===== config.mk =====
export PLATFORM = sky130hd
export DESIGN_NAME = mbldcm_ramp_master_flat
export DESIGN_NICKNAME = d
export VERILOG_FILES = /design/src/rtl/mbldcm_pkg.sv /design/src/rtl/mbldcm_ramp_master_if.sv /design/src/rtl/mbldcm_avmm_xact.sv /design/src/rtl/mbldcm_ramp_master.sv /design/src/flat_wrapper.sv
export SDC_FILE = /design/constraint.sdc
export NUM_CORES = 1
export LEC_CHECK = 0
export ABC_AREA = 1
export BUFFER_PORTS_ARGS = -buffer_cell sky130_fd_sc_hd__buf_2
export CORE_MARGIN = 2
export CORE_UTILIZATION = 35
export DETAILED_ROUTE_END_ITERATION = 10
export HOLD_SLACK_MARGIN = 0.1
export PLACE_DENSITY = 0.56
export SLEW_MARGIN = 10
export SYNTH_ARGS = -nofsm -noshare
export SYNTH_HDL_FRONTEND = slang
export SYNTH_HIERARCHICAL = 1
export SYNTH_SLANG_ARGS = --single-unit

===== constraint.sdc =====
create_clock -name iClock -period 3.9 [get_ports iClock]
set_input_delay 0.195 -clock iClock [delete_from_list [all_inputs] [get_ports iClock]]
set_output_delay 0.195 -clock iClock [all_outputs]
set_load 0.02 [all_outputs]

===== src/rtl/mbldcm_pkg.sv =====
// Shared definitions for the mBldcm register map and the soft-start ramp master.
package mbldcm_pkg;

   localparam int unsigned ADDR_W   = 2;
   localparam int unsigned DATA_W   = 32;
   localparam int unsigned RESP_W   = 2;
   localparam int unsigned CMP_W    = 17;
   localparam int unsigned PRSC_W   = 6;
   localparam int unsigned MAXCNT_W = 16;
   localparam int unsigned CNT_W    = 16;

   localparam logic [ADDR_W-1:0] ADDR_FREQ    = 2'd0;
   localparam logic [ADDR_W-1:0] ADDR_PWMCMP  = 2'd1;
   localparam logic [ADDR_W-1:0] ADDR_CONTROL = 2'd2;
   localparam logic [ADDR_W-1:0] ADDR_STATUS  = 2'd3;

   localparam logic [RESP_W-1:0] RESP_OK = 2'b00;

   localparam int unsigned CTRL_EN_BIT     = 0;
   localparam int unsigned CTRL_PHASE_LSB  = 2;
   localparam int unsigned CTRL_PFLAG_BIT  = 5;
   localparam int unsigned CTRL_PRSC_LSB   = 6;
   localparam int unsigned CTRL_MAXCNT_LSB = 12;

   localparam int unsigned STAT_REFL_BIT = 1;

   typedef enum logic [3:0] {
      S_IDLE, S_WR_CMP, S_WR_CTRL, S_WR_FREQ, S_POLL,
      S_CHECK, S_DWELL, S_DONE, S_STOP
   } state_e;

   // Control word: phase fields and the phase-write flag are always left clear.
   function automatic logic [DATA_W-1:0] ctrl_word(input logic [MAXCNT_W-1:0] maxcnt,
                                                   input logic [PRSC_W-1:0]   prsc,
                                                   input logic                en);
      logic [DATA_W-1:0] w;
      w = '0;
      w[CTRL_EN_BIT]                  = en;
      w[CTRL_PHASE_LSB +: 3]          = 3'b000;
      w[CTRL_PFLAG_BIT]               = 1'b0;
      w[CTRL_PRSC_LSB +: PRSC_W]      = prsc;
      w[CTRL_MAXCNT_LSB +: MAXCNT_W]  = maxcnt;
      return w;
   endfunction

   // Next ramp point; clamps to the final value so the sum never wraps.
   function automatic logic [DATA_W-1:0] next_freq(input logic [DATA_W-1:0] cur,
                                                   input logic [DATA_W-1:0] fin,
                                                   input logic [DATA_W-1:0] step,
                                                   input logic              up);
      if (up)
         return ((step == '0) || ((fin - cur) <= step)) ? fin : cur + step;
      else
         return ((step == '0) || ((cur - fin) <= step)) ? fin : cur - step;
   endfunction

endpackage


===== src/rtl/mbldcm_ramp_master_if.sv =====
// Avalon-MM bus between the ramp master and the mBldcm register slave.
interface mbldcm_ramp_master_if;
   logic [1:0]  oAddr;
   logic        oRead;
   logic        oWrite;
   logic [31:0] oWdata;
   logic [31:0] iRdata;
   logic        iWaitrequest;
   logic [1:0]  iResp;

   modport master (output oAddr, oRead, oWrite, oWdata,
                   input  iRdata, iWaitrequest, iResp);
   modport slave  (input  oAddr, oRead, oWrite, oWdata,
                   output iRdata, iWaitrequest, iResp);
endinterface


===== src/rtl/mbldcm_avmm_xact.sv =====
// Single Avalon-MM transaction engine: launches on req_i, holds through waitrequest,
// pulses done_o with the captured read data and response.
module mbldcm_avmm_xact
   import mbldcm_pkg::*;
(
   input  logic                iClock,
   input  logic                iReset_n,
   input  logic                req_i,
   input  logic [ADDR_W-1:0]   addr_i,
   input  logic                wr_i,
   input  logic [DATA_W-1:0]   wdata_i,
   output logic                done_o,
   output logic [DATA_W-1:0]   rdata_o,
   output logic [RESP_W-1:0]   resp_o,
   mbldcm_ramp_master_if.master bus
);

   logic [ADDR_W-1:0] addr_q;
   logic [DATA_W-1:0] wdata_q;
   logic              rd_q;
   logic              wr_q;
   logic              done_q;
   logic [DATA_W-1:0] rdata_q;
   logic [RESP_W-1:0] resp_q;

   always_ff @(posedge iClock) begin
      if (!iReset_n) begin
         addr_q  <= '0;
         wdata_q <= '0;
         rd_q    <= 1'b0;
         wr_q    <= 1'b0;
         done_q  <= 1'b0;
         rdata_q <= '0;
         resp_q  <= RESP_OK;
      end else begin
         done_q <= 1'b0;
         if (rd_q || wr_q) begin
            if (!bus.iWaitrequest) begin
               rd_q    <= 1'b0;
               wr_q    <= 1'b0;
               done_q  <= 1'b1;
               rdata_q <= bus.iRdata;
               resp_q  <= bus.iResp;
            end
         end else if (req_i) begin
            addr_q  <= addr_i;
            wdata_q <= wr_i ? wdata_i : '0;
            wr_q    <= wr_i;
            rd_q    <= !wr_i;
         end
      end
   end

   assign bus.oAddr  = addr_q;
   assign bus.oWdata = wdata_q;
   assign bus.oRead  = rd_q;
   assign bus.oWrite = wr_q;
   assign done_o     = done_q;
   assign rdata_o    = rdata_q;
   assign resp_o     = resp_q;

endmodule


===== src/rtl/mbldcm_ramp_master.sv =====
// Soft-start sequencer: programs PwmCmp and Control, then ramps FreqTarget
// step by step, polling Status until each step is reflected.
module mbldcm_ramp_master
   import mbldcm_pkg::*;
#(
   parameter int unsigned pPollLimit   = 1023,
   parameter int unsigned pDwellCycles = 0
)(
   input  logic                 iClock,
   input  logic                 iReset_n,
   mbldcm_ramp_master_if.master avm,
   input  logic                 iStart,
   input  logic                 iAbort,
   input  logic [DATA_W-1:0]    iFreqInit,
   input  logic [DATA_W-1:0]    iFreqFinal,
   input  logic [DATA_W-1:0]    iFreqStep,
   input  logic [CMP_W-1:0]     iPwmCmp,
   input  logic [PRSC_W-1:0]    iPwmPrsc,
   input  logic [MAXCNT_W-1:0]  iPwmMaxCnt,
   output logic                 oBusy,
   output logic                 oDone,
   output logic                 oError,
   output logic [DATA_W-1:0]    oFreqCur
);

   state_e              state_q;
   logic                req_q;
   logic [DATA_W-1:0]   final_q, step_q, cur_q, freq_cur_q;
   logic                up_q;
   logic [CMP_W-1:0]    cmp_q;
   logic [PRSC_W-1:0]   prsc_q;
   logic [MAXCNT_W-1:0] maxcnt_q;
   logic [CNT_W-1:0]    poll_cnt_q, dwell_cnt_q;
   logic                abort_q, fault_q, busy_q, done_q, error_q;

   logic                xact_done;
   logic [DATA_W-1:0]   xact_rdata;
   logic [RESP_W-1:0]   xact_resp;

   logic [ADDR_W-1:0]   req_addr_c;
   logic                req_wr_c;
   logic [DATA_W-1:0]   req_wdata_c;
   logic                abort_c, bus_state_c, bus_fault_c, poll_last_c, dwell_over_c;
   logic                unused_rdata_c;

   // Request fields follow the state; the engine latches them on req_q.
   always_comb begin
      req_addr_c  = ADDR_FREQ;
      req_wr_c    = 1'b1;
      req_wdata_c = cur_q;
      case (state_q)
         S_WR_CMP:  begin req_addr_c = ADDR_PWMCMP;  req_wdata_c = DATA_W'(cmp_q); end
         S_WR_CTRL: begin req_addr_c = ADDR_CONTROL; req_wdata_c = ctrl_word(maxcnt_q, prsc_q, 1'b1); end
         S_STOP:    begin req_addr_c = ADDR_CONTROL; req_wdata_c = ctrl_word(maxcnt_q, prsc_q, 1'b0); end
         S_POLL:    begin req_addr_c = ADDR_STATUS;  req_wr_c = 1'b0; req_wdata_c = '0; end
         default:   ;
      endcase
   end

   assign abort_c      = abort_q || iAbort;
   assign bus_state_c  = (state_q == S_WR_CMP) || (state_q == S_WR_CTRL) ||
                         (state_q == S_WR_FREQ) || (state_q == S_POLL);
   assign bus_fault_c  = (xact_resp != RESP_OK);
   assign poll_last_c  = ((17'(poll_cnt_q) + 17'd1) >= 17'(pPollLimit));
   assign dwell_over_c = (dwell_cnt_q >= CNT_W'(pDwellCycles));
   assign unused_rdata_c = ^{xact_rdata[DATA_W-1:STAT_REFL_BIT+1], xact_rdata[STAT_REFL_BIT-1:0]};

   mbldcm_avmm_xact u_xact (
      .iClock   (iClock),
      .iReset_n (iReset_n),
      .req_i    (req_q),
      .addr_i   (req_addr_c),
      .wr_i     (req_wr_c),
      .wdata_i  (req_wdata_c),
      .done_o   (xact_done),
      .rdata_o  (xact_rdata),
      .resp_o   (xact_resp),
      .bus      (avm)
   );

   always_ff @(posedge iClock) begin
      if (!iReset_n) begin
         state_q     <= S_IDLE;
         req_q       <= 1'b0;
         final_q     <= '0;
         step_q      <= '0;
         cur_q       <= '0;
         freq_cur_q  <= '0;
         up_q        <= 1'b0;
         cmp_q       <= '0;
         prsc_q      <= '0;
         maxcnt_q    <= '0;
         poll_cnt_q  <= '0;
         dwell_cnt_q <= '0;
         abort_q     <= 1'b0;
         fault_q     <= 1'b0;
         busy_q      <= 1'b0;
         done_q      <= 1'b0;
         error_q     <= 1'b0;
      end else begin
         req_q   <= 1'b0;
         done_q  <= 1'b0;
         error_q <= 1'b0;
         abort_q <= (state_q != S_IDLE) && abort_c;
         // Bad response or pending abort diverts any completed access to STOP.
         if (bus_state_c && xact_done && (bus_fault_c || abort_c)) begin
            fault_q <= bus_fault_c;
            req_q   <= 1'b1;
            state_q <= S_STOP;
            if (state_q == S_WR_FREQ) freq_cur_q <= cur_q;
         end else begin
            case (state_q)
               S_IDLE: if (iStart && !iAbort) begin
                  final_q  <= iFreqFinal;
                  step_q   <= iFreqStep;
                  cur_q    <= iFreqInit;
                  up_q     <= (iFreqFinal >= iFreqInit);
                  cmp_q    <= iPwmCmp;
                  prsc_q   <= iPwmPrsc;
                  maxcnt_q <= iPwmMaxCnt;
                  fault_q  <= 1'b0;
                  busy_q   <= 1'b1;
                  req_q    <= 1'b1;
                  state_q  <= S_WR_CMP;
               end
               S_WR_CMP: if (xact_done) begin
                  req_q   <= 1'b1;
                  state_q <= S_WR_CTRL;
               end
               S_WR_CTRL: if (xact_done) begin
                  poll_cnt_q <= '0;
                  req_q      <= 1'b1;
                  state_q    <= S_WR_FREQ;
               end
               S_WR_FREQ: if (xact_done) begin
                  freq_cur_q <= cur_q;
                  req_q      <= 1'b1;
                  state_q    <= S_POLL;
               end
               S_POLL: if (xact_done) begin
                  if (xact_rdata[STAT_REFL_BIT]) begin
                     state_q <= S_CHECK;
                  end else if (poll_last_c) begin
                     fault_q <= 1'b1;
                     req_q   <= 1'b1;
                     state_q <= S_STOP;
                  end else begin
                     poll_cnt_q <= poll_cnt_q + CNT_W'(1);
                     req_q      <= 1'b1;
                  end
               end
               S_CHECK: begin
                  if (abort_c) begin
                     req_q   <= 1'b1;
                     state_q <= S_STOP;
                  end else if (cur_q == final_q) begin
                     state_q <= S_DONE;
                  end else begin
                     dwell_cnt_q <= '0;
                     state_q     <= S_DWELL;
                  end
               end
               S_DWELL: begin
                  if (abort_c) begin
                     req_q   <= 1'b1;
                     state_q <= S_STOP;
                  end else if (dwell_over_c) begin
                     cur_q      <= next_freq(cur_q, final_q, step_q, up_q);
                     poll_cnt_q <= '0;
                     req_q      <= 1'b1;
                     state_q    <= S_WR_FREQ;
                  end else begin
                     dwell_cnt_q <= dwell_cnt_q + CNT_W'(1);
                  end
               end
               S_DONE: begin
                  done_q  <= 1'b1;
                  busy_q  <= 1'b0;
                  state_q <= S_IDLE;
               end
               S_STOP: if (xact_done) begin
                  error_q <= fault_q;
                  busy_q  <= 1'b0;
                  state_q <= S_IDLE;
               end
               default: state_q <= S_IDLE;
            endcase
         end
      end
   end

   assign oBusy    = busy_q;
   assign oDone    = done_q;
   assign oError   = error_q;
   assign oFreqCur = freq_cur_q;

endmodule


===== src/flat_wrapper.sv =====
// flat-port wrapper written by rule: the top's interface ports become plain ports
module mbldcm_ramp_master_flat import mbldcm_pkg::*;
#(
   parameter int unsigned pPollLimit   = 1023,
   parameter int unsigned pDwellCycles = 0
)
  (iClock, iReset_n, iStart, iAbort, iFreqInit, iFreqFinal, iFreqStep, iPwmCmp, iPwmPrsc, iPwmMaxCnt, oBusy, oDone, oError, oFreqCur, avm_oAddr, avm_oRead, avm_oWrite, avm_oWdata, avm_iRdata, avm_iWaitrequest, avm_iResp);
  mbldcm_ramp_master_if avm_i ();
  input  logic iClock;
  input  logic iReset_n;
  input  logic iStart;
  input  logic iAbort;
  input  logic [DATA_W-1:0] iFreqInit;
  input  logic [DATA_W-1:0] iFreqFinal;
  input  logic [DATA_W-1:0] iFreqStep;
  input  logic [CMP_W-1:0] iPwmCmp;
  input  logic [PRSC_W-1:0] iPwmPrsc;
  input  logic [MAXCNT_W-1:0] iPwmMaxCnt;
  output logic oBusy;
  output logic oDone;
  output logic oError;
  output logic [DATA_W-1:0] oFreqCur;
  output wire logic [$bits(avm_i.oAddr)-1:0] avm_oAddr;
  output wire logic [$bits(avm_i.oRead)-1:0] avm_oRead;
  output wire logic [$bits(avm_i.oWrite)-1:0] avm_oWrite;
  output wire logic [$bits(avm_i.oWdata)-1:0] avm_oWdata;
  input wire logic [$bits(avm_i.iRdata)-1:0] avm_iRdata;
  input wire logic [$bits(avm_i.iWaitrequest)-1:0] avm_iWaitrequest;
  input wire logic [$bits(avm_i.iResp)-1:0] avm_iResp;
  assign avm_oAddr = avm_i.oAddr;
  assign avm_oRead = avm_i.oRead;
  assign avm_oWrite = avm_i.oWrite;
  assign avm_oWdata = avm_i.oWdata;
  assign avm_i.iRdata = avm_iRdata;
  assign avm_i.iWaitrequest = avm_iWaitrequest;
  assign avm_i.iResp = avm_iResp;
  mbldcm_ramp_master #(.pPollLimit(pPollLimit), .pDwellCycles(pDwellCycles)) u_core (.iClock(iClock), .iReset_n(iReset_n), .avm(avm_i), .iStart(iStart), .iAbort(iAbort), .iFreqInit(iFreqInit), .iFreqFinal(iFreqFinal), .iFreqStep(iFreqStep), .iPwmCmp(iPwmCmp), .iPwmPrsc(iPwmPrsc), .iPwmMaxCnt(iPwmMaxCnt), .oBusy(oBusy), .oDone(oDone), .oError(oError), .oFreqCur(oFreqCur));
endmodule

**After elaboration in Yosys (flattened, before gate mapping)**

Index checks and enable logic that the tools add are counted.

- Register bits: 251
- Input port bits: 174
- Output and inout port bits: 71

- $add $sub $neg: 7
- $lt $le $gt $ge: 5
- Equality and inequality tests: 35
- Multiplexer cells: 66
- Bitwise logic cells: 6
- Reductions and logical operators: 41

Operator list:

| cell | number |
|---|---|
| two-way mux 32 bit | 11 |
| two-way mux 16 bit | 10 |
| case mux 32 bit (3 select lines) | 1 |
| subtractor 32 bit | 3 |
| <= comparator 32 bit | 2 |
| case mux 32 bit (2 select lines) | 1 |
| two-way mux 4 bit | 12 |
| case mux 16 bit (3 select lines) | 1 |
| adder 16 x 1 -> 16 bit, second input constant | 2 |
| adder 32 bit | 1 |
| equality test 32 bit | 1 |
| >= comparator 32 bit | 1 |
| zero test 32 bit | 1 |
| case mux 16 bit (2 select lines) | 1 |
| case mux 4 bit (8 select lines) | 1 |
| two-way mux 1 bit | 24 |
| != test 2 bit, second input constant | 12 |
| AND reduction 8 bit | 3 |
| adder 16 x 1 -> 17 bit, second input constant | 1 |
| >= comparator 17 x 10 -> 1 bit, second input constant | 1 |
| equality test 4 x 3 -> 1 bit, second input constant | 4 |
| >= comparator 16 x 1 -> 1 bit, second input constant | 1 |
| != test 3 x 2 -> 1 bit, second input constant | 4 |
| != test 3 bit, second input constant | 4 |
| other kinds (27) | 57 |

**Depth between registers and ports, before layout**

Gate-level depths: netlist of the first run.

- Depth in word-level cells: 8
- Depth in mapped cells: 29

**Hierarchy**

Netlist of the first run, hierarchy kept.

Modules (own cells, without submodules):

| module | times used | cells an instance | area an instance (µm²) | seq. area each (µm²) |
|---|---|---|---|---|
| mbldcm_ramp_master | 1 | 3107 | 19246.0 | 3883.7 |
| mbldcm_avmm_xact | 1 | 450 | 3070.4 | 1421.4 |

**Worst setup path before layout of the first run**

Ideal clock, no wire load.

- Path kind: reg2reg
- From: register u_core.cur_q[1]
- To: register u_core.cur_q[15]
- Library setup time: 119 ps
- Arrival time: 3629 ps
- Path slack: 152 ps
- Stages on the path, launching flop included: 26
- Buffers on the path: 1
- Cells stage by stage: dfxtp_1 > inv_1 > fa_1 > inv_1 > o21ai_0 > a21oi_1 > inv_1 > a21oi_1 > inv_1 > nand2_1 > o2111ai_1 > xor2_1 > ha_1 > nand2_1 > nor2_1 > and2_1 > and3_1 > nand2_1 > nand2_1 > nand2_2 > clkinv_1 > buf_4 > nand2_1 > nand3_1 > nand3_1 > a21oi_1

- Cells in the longest elaborated chain, start to end: 8
- Elaborated cells between the ends (all ways): 14
- Those cells by class: add/sub: 4; order compare: 2; mux: 6; reduce/logical: 2

RTL lines:

| what | line | RTL |
|---|---|---|
| start, declared | mbldcm_ramp_master.sv:28 | `logic [DATA_W-1:0] final_q, step_q, cur_q, freq_cur_q;` |
| start signal, assigned | mbldcm_ramp_master.sv:116 | `cur_q <= iFreqInit;` |
| start signal, assigned | mbldcm_ramp_master.sv:168 | `cur_q <= next_freq(cur_q, final_q, step_q, up_q);` |
| subtractor 32 bit, on equally long branches | mbldcm_pkg.sv:54, mbldcm_pkg.sv:52 |  |
| <= comparator 32 bit, on equally long branches | mbldcm_pkg.sv:54, mbldcm_pkg.sv:52 |  |
| logical OR 1 bit, on equally long branches | mbldcm_pkg.sv:54, mbldcm_pkg.sv:52 |  |
| two-way mux 32 bit, on equally long branches | mbldcm_pkg.sv:54, mbldcm_pkg.sv:52 |  |
| two-way mux 32 bit (*) | mbldcm_pkg.sv:51 | `if (up)` |
| two-way mux 32 bit (*) | mbldcm_ramp_master.sv:167 | `end else if (dwell_over_c) begin` |
| two-way mux 32 bit (*) | mbldcm_ramp_master.sv:164 | `if (abort_c) begin` |
| case mux 32 bit (2 select lines) (*) | mbldcm_ramp_master.sv:112 | `case (state_q)` |

Every way passes the cells marked *; elsewhere a longest branch is shown, timed or not. The select of a mux whose other input is x is not followed.
A chain may end at the register's enable or synchronous reset.

**Worst setup path after layout of the first run**

- From: register u_core.cur_q[0]
- To: register u_core.cur_q[28]

The elaborated chain is that of the path after synthesis.

==> results of run 1 <==
area by class of cell:
cell class	count	area, sq um	area share [%]
repair inverters	1	11.3	0.0398
multi-input cells	2512	14800	52.4
clock inverters	11	135	0.478
diodes	1	2.50	0.00885
inverters	462	1750	6.18
repair buffers	666	4990	17.7
flip-flops and latches	234	4720	16.7
well taps	773	967	3.42
clock buffers	43	880	3.11
stage by stage:
step | hold slack [ps] | area [sq um] | setup slack [ps] | utilization [%]
3_3_place_gp | 423 | 24500 | -222 | 41.4
5_1_grt | 196 | 28300 | -125 | 47.8
2_1_floorplan | 272 | 21100 | 152 | -
4_1_cts | 151 | 27600 | 3.23 | 46.7
3_5_place_dp | 426 | 24500 | -267 | 41.4
6_report | 170 | 28300 | 124 | 47.8
layer usage:
layer	track usage [%]	share of wire [%]	vias to the layer above
met1	36.8	43	11308
met4	13.0	5.1	0
met5	0	0	-
met3	3.70	6.1	193
li1	-	-	12116
met2	47.5	46	879
worst min path at each step:
stage	from	endpoint	slack (ps)
6_report	iFreqStep[30]	u_core/step_q[30]	170
5_1_grt	iFreqStep[30]	u_core/step_q[30]	200
4_1_cts	iFreqStep[30]	u_core/step_q[30]	150
3_5_place_dp	iPwmMaxCnt[5]	u_core/maxcnt_q[5]	430
3_3_place_gp	iPwmCmp[7]	u_core/cmp_q[7]	420
2_1_floorplan	avm_iWaitrequest	u_core/u_xact/done_o	270
tightest hold or removal path, stage by stage:
cell     delay [ps]
buf_2           130
o21ai_0         170
a21oi_1         230
sequential cells by signal (all words and copies together), names as in the netlist, 2 cells and up:
| signal | cells |
|---|---|
| u_core/maxcnt_q | 16 |
| u_core/u_xact/bus.oWdata | 32 |
| u_core/oFreqCur | 32 |
| u_core/poll_cnt_q | 16 |
| u_core/step_q | 32 |
| u_core/cur_q | 32 |
| u_core/prsc_q | 6 |
| u_core/u_xact/bus.oAddr | 2 |
| u_core/final_q | 32 |
| u_core/cmp_q | 17 |
| u_core/state_q | 4 |
| u_core/u_xact/resp_o | 2 |
repair_timing:
item / in CTS / in global routing
hold buffers: 161 / 0
endpoints found under the setup margin: 32 / 32
gates cloned: 3 / 0
setup buffers: 5 / 10
pin swaps: 16 / 50
resized for setup: 87 / 173
endpoints found under the hold margin: 141 / 0
==> summary.md, run 1 <==
| Metric | Value |
|---|---|
| Crit path capture | u_core/cur_q[28] |
| Critical path's top delay family | simple AND/OR/NAND/NOR gates |
| Die area | 62,200 sq um |
| Number of global-route vias before repair | 23,256 |
| DR WL/cell | 19.7 microns |
| Reg2reg end | u_core/cur_q[28] |
| Non-Filler Instances | 4,703 |
| FF-to-FF path depth | 28 |
| Fin crit share | 96.8% |
| Count of final hold-check violations | 0 |
| Placement Rows | 89 |
| Most frequent CP cell | inv_2 |
| CTS buffer count | 30 |
| Via Count | 24,496 |
| Required @ worst endpoint | 4400 ps |
| Hold depth | 3 |
| Port-buffer cells | 213 |
| Clock Tree Root | clkbuf_16 |
| Core region area | 59,200 sq um |
| Worst path bufs/invs | 8 |
| Initial drt markers | 2,215 |
| Number of cells on the critical path | 28 |
| Setup Skew | 18.7 ps |
| RSZ-0062 raised after global routing | true |
| # DRC | 0 |
| Post-Syn Area per Cell | 6.26 sq um |
| RD Place Congestion | 1.04 |
| GRT Total Usage | between 20 and 30% |
| Max cap viols | 0 |
| Reg2Reg Launch Point | u_core/cur_q[0] |
| TritonCTS clock tree | done |
| Wirelength, routed | around 93 mm |
| Final Slew Violations | 0 |
| Synth Instances | 3,365 |
| Clock Sinks | approximately 230 |
| Inst Count DP | ~4,500 |
| Critical path launch point type | flop |
| Worst-path clk slew | 60 ps |
| Share of cells above drive strength 1 | approximately a fifth |
| CTS Buffer Depth | 3 |
| CP startpoint | u_core/cur_q[0] |
| Mapped cell area | 21,100 sq um |
| Worst skew pair latency | 620 ps |
| Most frequent cells in the layout | nand2_1 (692), inv_1 (435), a21oi_1 (379), nor2_1 (286), buf_4 (281) |
| CP max-delay cell | dfxtp_4 |
| Final setup fails | 0 |
| Post-DP HPWL | 73.6 mm |
| R2R setup slack | 120 ps |
| Max frequency | 0.265 GHz |
| Slew margin rel. | 31.5% |
| Critical path fanouts, max | 9 |
| Critical path data arrival time | 4270 ps |
| H-Tree Depth | 1 |
| I/O pins | 245 |
| Most common cell after layout, fill and taps aside | nand2_1 |
| ANT nets after route | 0 |
| Post-Syn Nets | 3,764 |
| Hold Crit Class | input pin to flop |
| Crit-path max cell delay | 360 ps |
| Pin count of the biggest net entering global routing | 90 |
| Setup TNS | 0 ps |
| Filler cells | 6,218 |
| Min cycle time layout | 3780 ps |
| Starting Density | 35.6% |
| Total gr overflow | 0 |
| Initial DRT Pass Iterations | 6 |
| First-pass GRT wire length | 137 mm |
| Yosys warns | 6 |
| Chip Width | 249 microns |
| Setup CP Type | flop to flop |
| P&R area growth vs syn | 34.2% |
| Status | finished, final reports clean |
| Vias per cell | around 5.2 |
| Final #Nets | about 4,300 |
| Die height | around 250 microns |
| Initial antenna violation count | 0 |
| Worst-Margin Slew | 1020 ps |
| Critical Path End Type | flop |
Power of run 1 is left out: the tool's default activity adds up to more than one toggle a clock period on the data nets, which glitch-free logic cannot reach.
==> run 2: changes to the inputs <==
SETUP_SLACK_MARGIN = 0.15   (was unset)
==> run 2 against run 1 <==
Routed wire length is 1.9% higher. Die area did not move. Sequential cell count did not move. Highest routed layer unchanged.
==> summary.md, run 2 (same netlist as run 1, synthesis figures left out) <==
| Metric | Value |
|---|---|
| Chip Width | 249 microns (unchanged) |
| Placement Rows | 89 (unchanged) |
| Slew margin rel. | 29.5% (-2.0 points) |
| Wirelength, routed | 94.3 mm (+1.9%) |
| Most frequent cells in the layout | nand2_1 (669), inv_1 (430), a21oi_1 (367), buf_4 (282), nor2_1 (279) |
| First-pass GRT wire length | 138 mm (+0.89%) |
| Clock Sinks | 234 (unchanged) |
| Number of global-route vias before repair | 23,424 (+0.72%) |
| Count of final hold-check violations | 0 (unchanged) |
| Via Count | 24,745 (+1.0%) |
| Final #Nets | 4,325 (+0.44%) |
| # DRC | 0 (unchanged) |
| DR WL/cell | 20.0 microns (+1.5%) |
| Core region area | 59,200 sq um (unchanged) |
| Pin count of the biggest net entering global routing | 90 (unchanged) |
| Post-DP HPWL | 73.6 mm (unchanged) |
| Setup Skew | 17.9 ps (-0.782 ps) |
| Hold Crit Class | input pin to flop |
| Setup TNS | 0 ps (unchanged) |
| Die height | 249 microns (unchanged) |
| Filler cells | 6,108 (-1.8%) |
| ANT nets after route | 0 (unchanged) |
| Fin crit share | 99.4% (+2.5 points) |
| Initial drt markers | 2,134 (-3.7%) |
| H-Tree Depth | 1 (unchanged) |
| Setup CP Type | flop to flop |
| Port-buffer cells | 213 (unchanged) |
| Final Slew Violations | 0 (unchanged) |
| RSZ-0062 raised after global routing | true |
| Critical path fanouts, max | 7 (-2) |
| Worst-Margin Slew | 1050 ps (+30.2 ps) |
| Max frequency | 0.258 GHz (-2.6%) |
| Min cycle time layout | 3870 ps (+99.2 ps) |
| Vias per cell | 5.24 (+0.61%) |
| Initial antenna violation count | 0 (unchanged) |
| GRT Total Usage | 28.8% (+0.24 points) |
| Final setup fails | 0 (unchanged) |
| Worst skew pair latency | 610 ps (about the same) |
| Clock Tree Root | clkbuf_16 |
| Die area | 62,200 sq um (unchanged) |
| Share of cells above drive strength 1 | 23.3% (+2.9 points) |
| Worst-path clk slew | 60 ps (about the same) |
| I/O pins | 245 (unchanged) |
| Most common cell after layout, fill and taps aside | nand2_1 |
| CTS Buffer Depth | 3 (unchanged) |
| Max cap viols | 0 (unchanged) |
| CTS buffer count | 30 (unchanged) |
| TritonCTS clock tree | done |
| Initial DRT Pass Iterations | 6 (unchanged) |
| Critical path data arrival time | 4410 ps (+140 ps) |
| Fin util | 49.3% (+1.6 points) |
| Final Instance Area | 29,200 sq um (+3.3%) |
| Status | finished, final reports clean |
| P&R area growth vs syn | 38.6% |
| RD Place Congestion | 1.04 (unchanged) |
| Starting Density | 35.6% (unchanged) |
| Total gr overflow | 0 (unchanged) |
| Critical Path End Type | flop |
| Required @ worst endpoint | 4430 ps (+30 ps) |
| WHS | 231 ps (+61.3 ps) |
| Post-Place Cell Area | 24,500 sq um (unchanged) |
| Critical path launch point type | flop |
-- run 2: cell types whose count changed in the layout (fill, tap and decap cells not counted), sizes merged --
cell | before | now
buf | 505 | 519
clkbuf | 43 | 48
clkinv | 12 | 13
inv | 458 | 457
-- run 2: worst max-delay path: stages (launching register included) --
cell and delay [ps]:
dfxtp_4 360, ha_4 270, buf_6 120, nand2_4 80, o21ai_2 60, buf_4 140, a21oi_4 190, o21ai_4 90
buf_6 130, a21oi_4 140, o31ai_2 90, buf_4 150, xor2_2 150, ha_1 310, nand2_1 70, nor2_1 90
and2_4 190, and3_4 230, nand2_4 60, nand2_4 90, nand2_8 140, clkbuf_16 200, o211ai_1 160, nand3_1 110
a21oi_1 180
-- run 2: cell type report --
type / count / area [sq um] / area share [%]
antenna: 1 / 2.50 / 0.00857
clock buffer: 43 / 880 / 3.01
clock inverter: 11 / 135 / 0.463
inverter: 462 / 1760 / 6.04
multi-input combinational: 2512 / 15400 / 52.7
sequential: 234 / 4740 / 16.2
tap: 773 / 967 / 3.31
timing repair buffer: 685 / 5330 / 18.2
timing repair inverter: 1 / 8.76 / 0.0300
-- run 2: worst paths after layout --
check                       from                  end  slack (ps)  cells past startpoint
max              u_core/cur_q[2]      u_core/cur_q[6]          30                     24
min                     iReset_n   u_core/final_q[12]         230                      4
max reg2reg      u_core/cur_q[2]      u_core/cur_q[6]          30                     24
min reg2reg  u_core/oFreqCur[15]  u_core/oFreqCur[15]         460                      2
-- run 2: metal layers --
layer  global-route usage [%]  vias to the layer above  share of wire (%)  wire length (microns)
li1                         -                    12161                  -                      -
met1                     37.1                    11443                 43                  40100
met2                     48.3                      957                 46                  43400
met3                     3.72                      184                6.6                   6210
met4                     12.4                        0                4.9                   4650
met5                        0                        -                  0                      0
-- run 2: timing repair --
action	in CTS	in global routing
setup endpoints to repair	32	32
pin swaps	32	127
hold buffers	161	0
endpoints found under the hold margin	141	0
cloned	5	5
setup buffers	14	12
gates resized for setup	165	244
-- run 2: per-stage QoR --
stage | std cells | setup WS [ps]
3_5_place_dp | 4470 | -267
4_1_cts | 4704 | 78.9
3_3_place_gp | 4470 | -222
5_1_grt | 4721 | -221
6_report | 4722 | 25.3
2_1_floorplan | 3365 | 152
Power of run 2 is left out for the same reason.
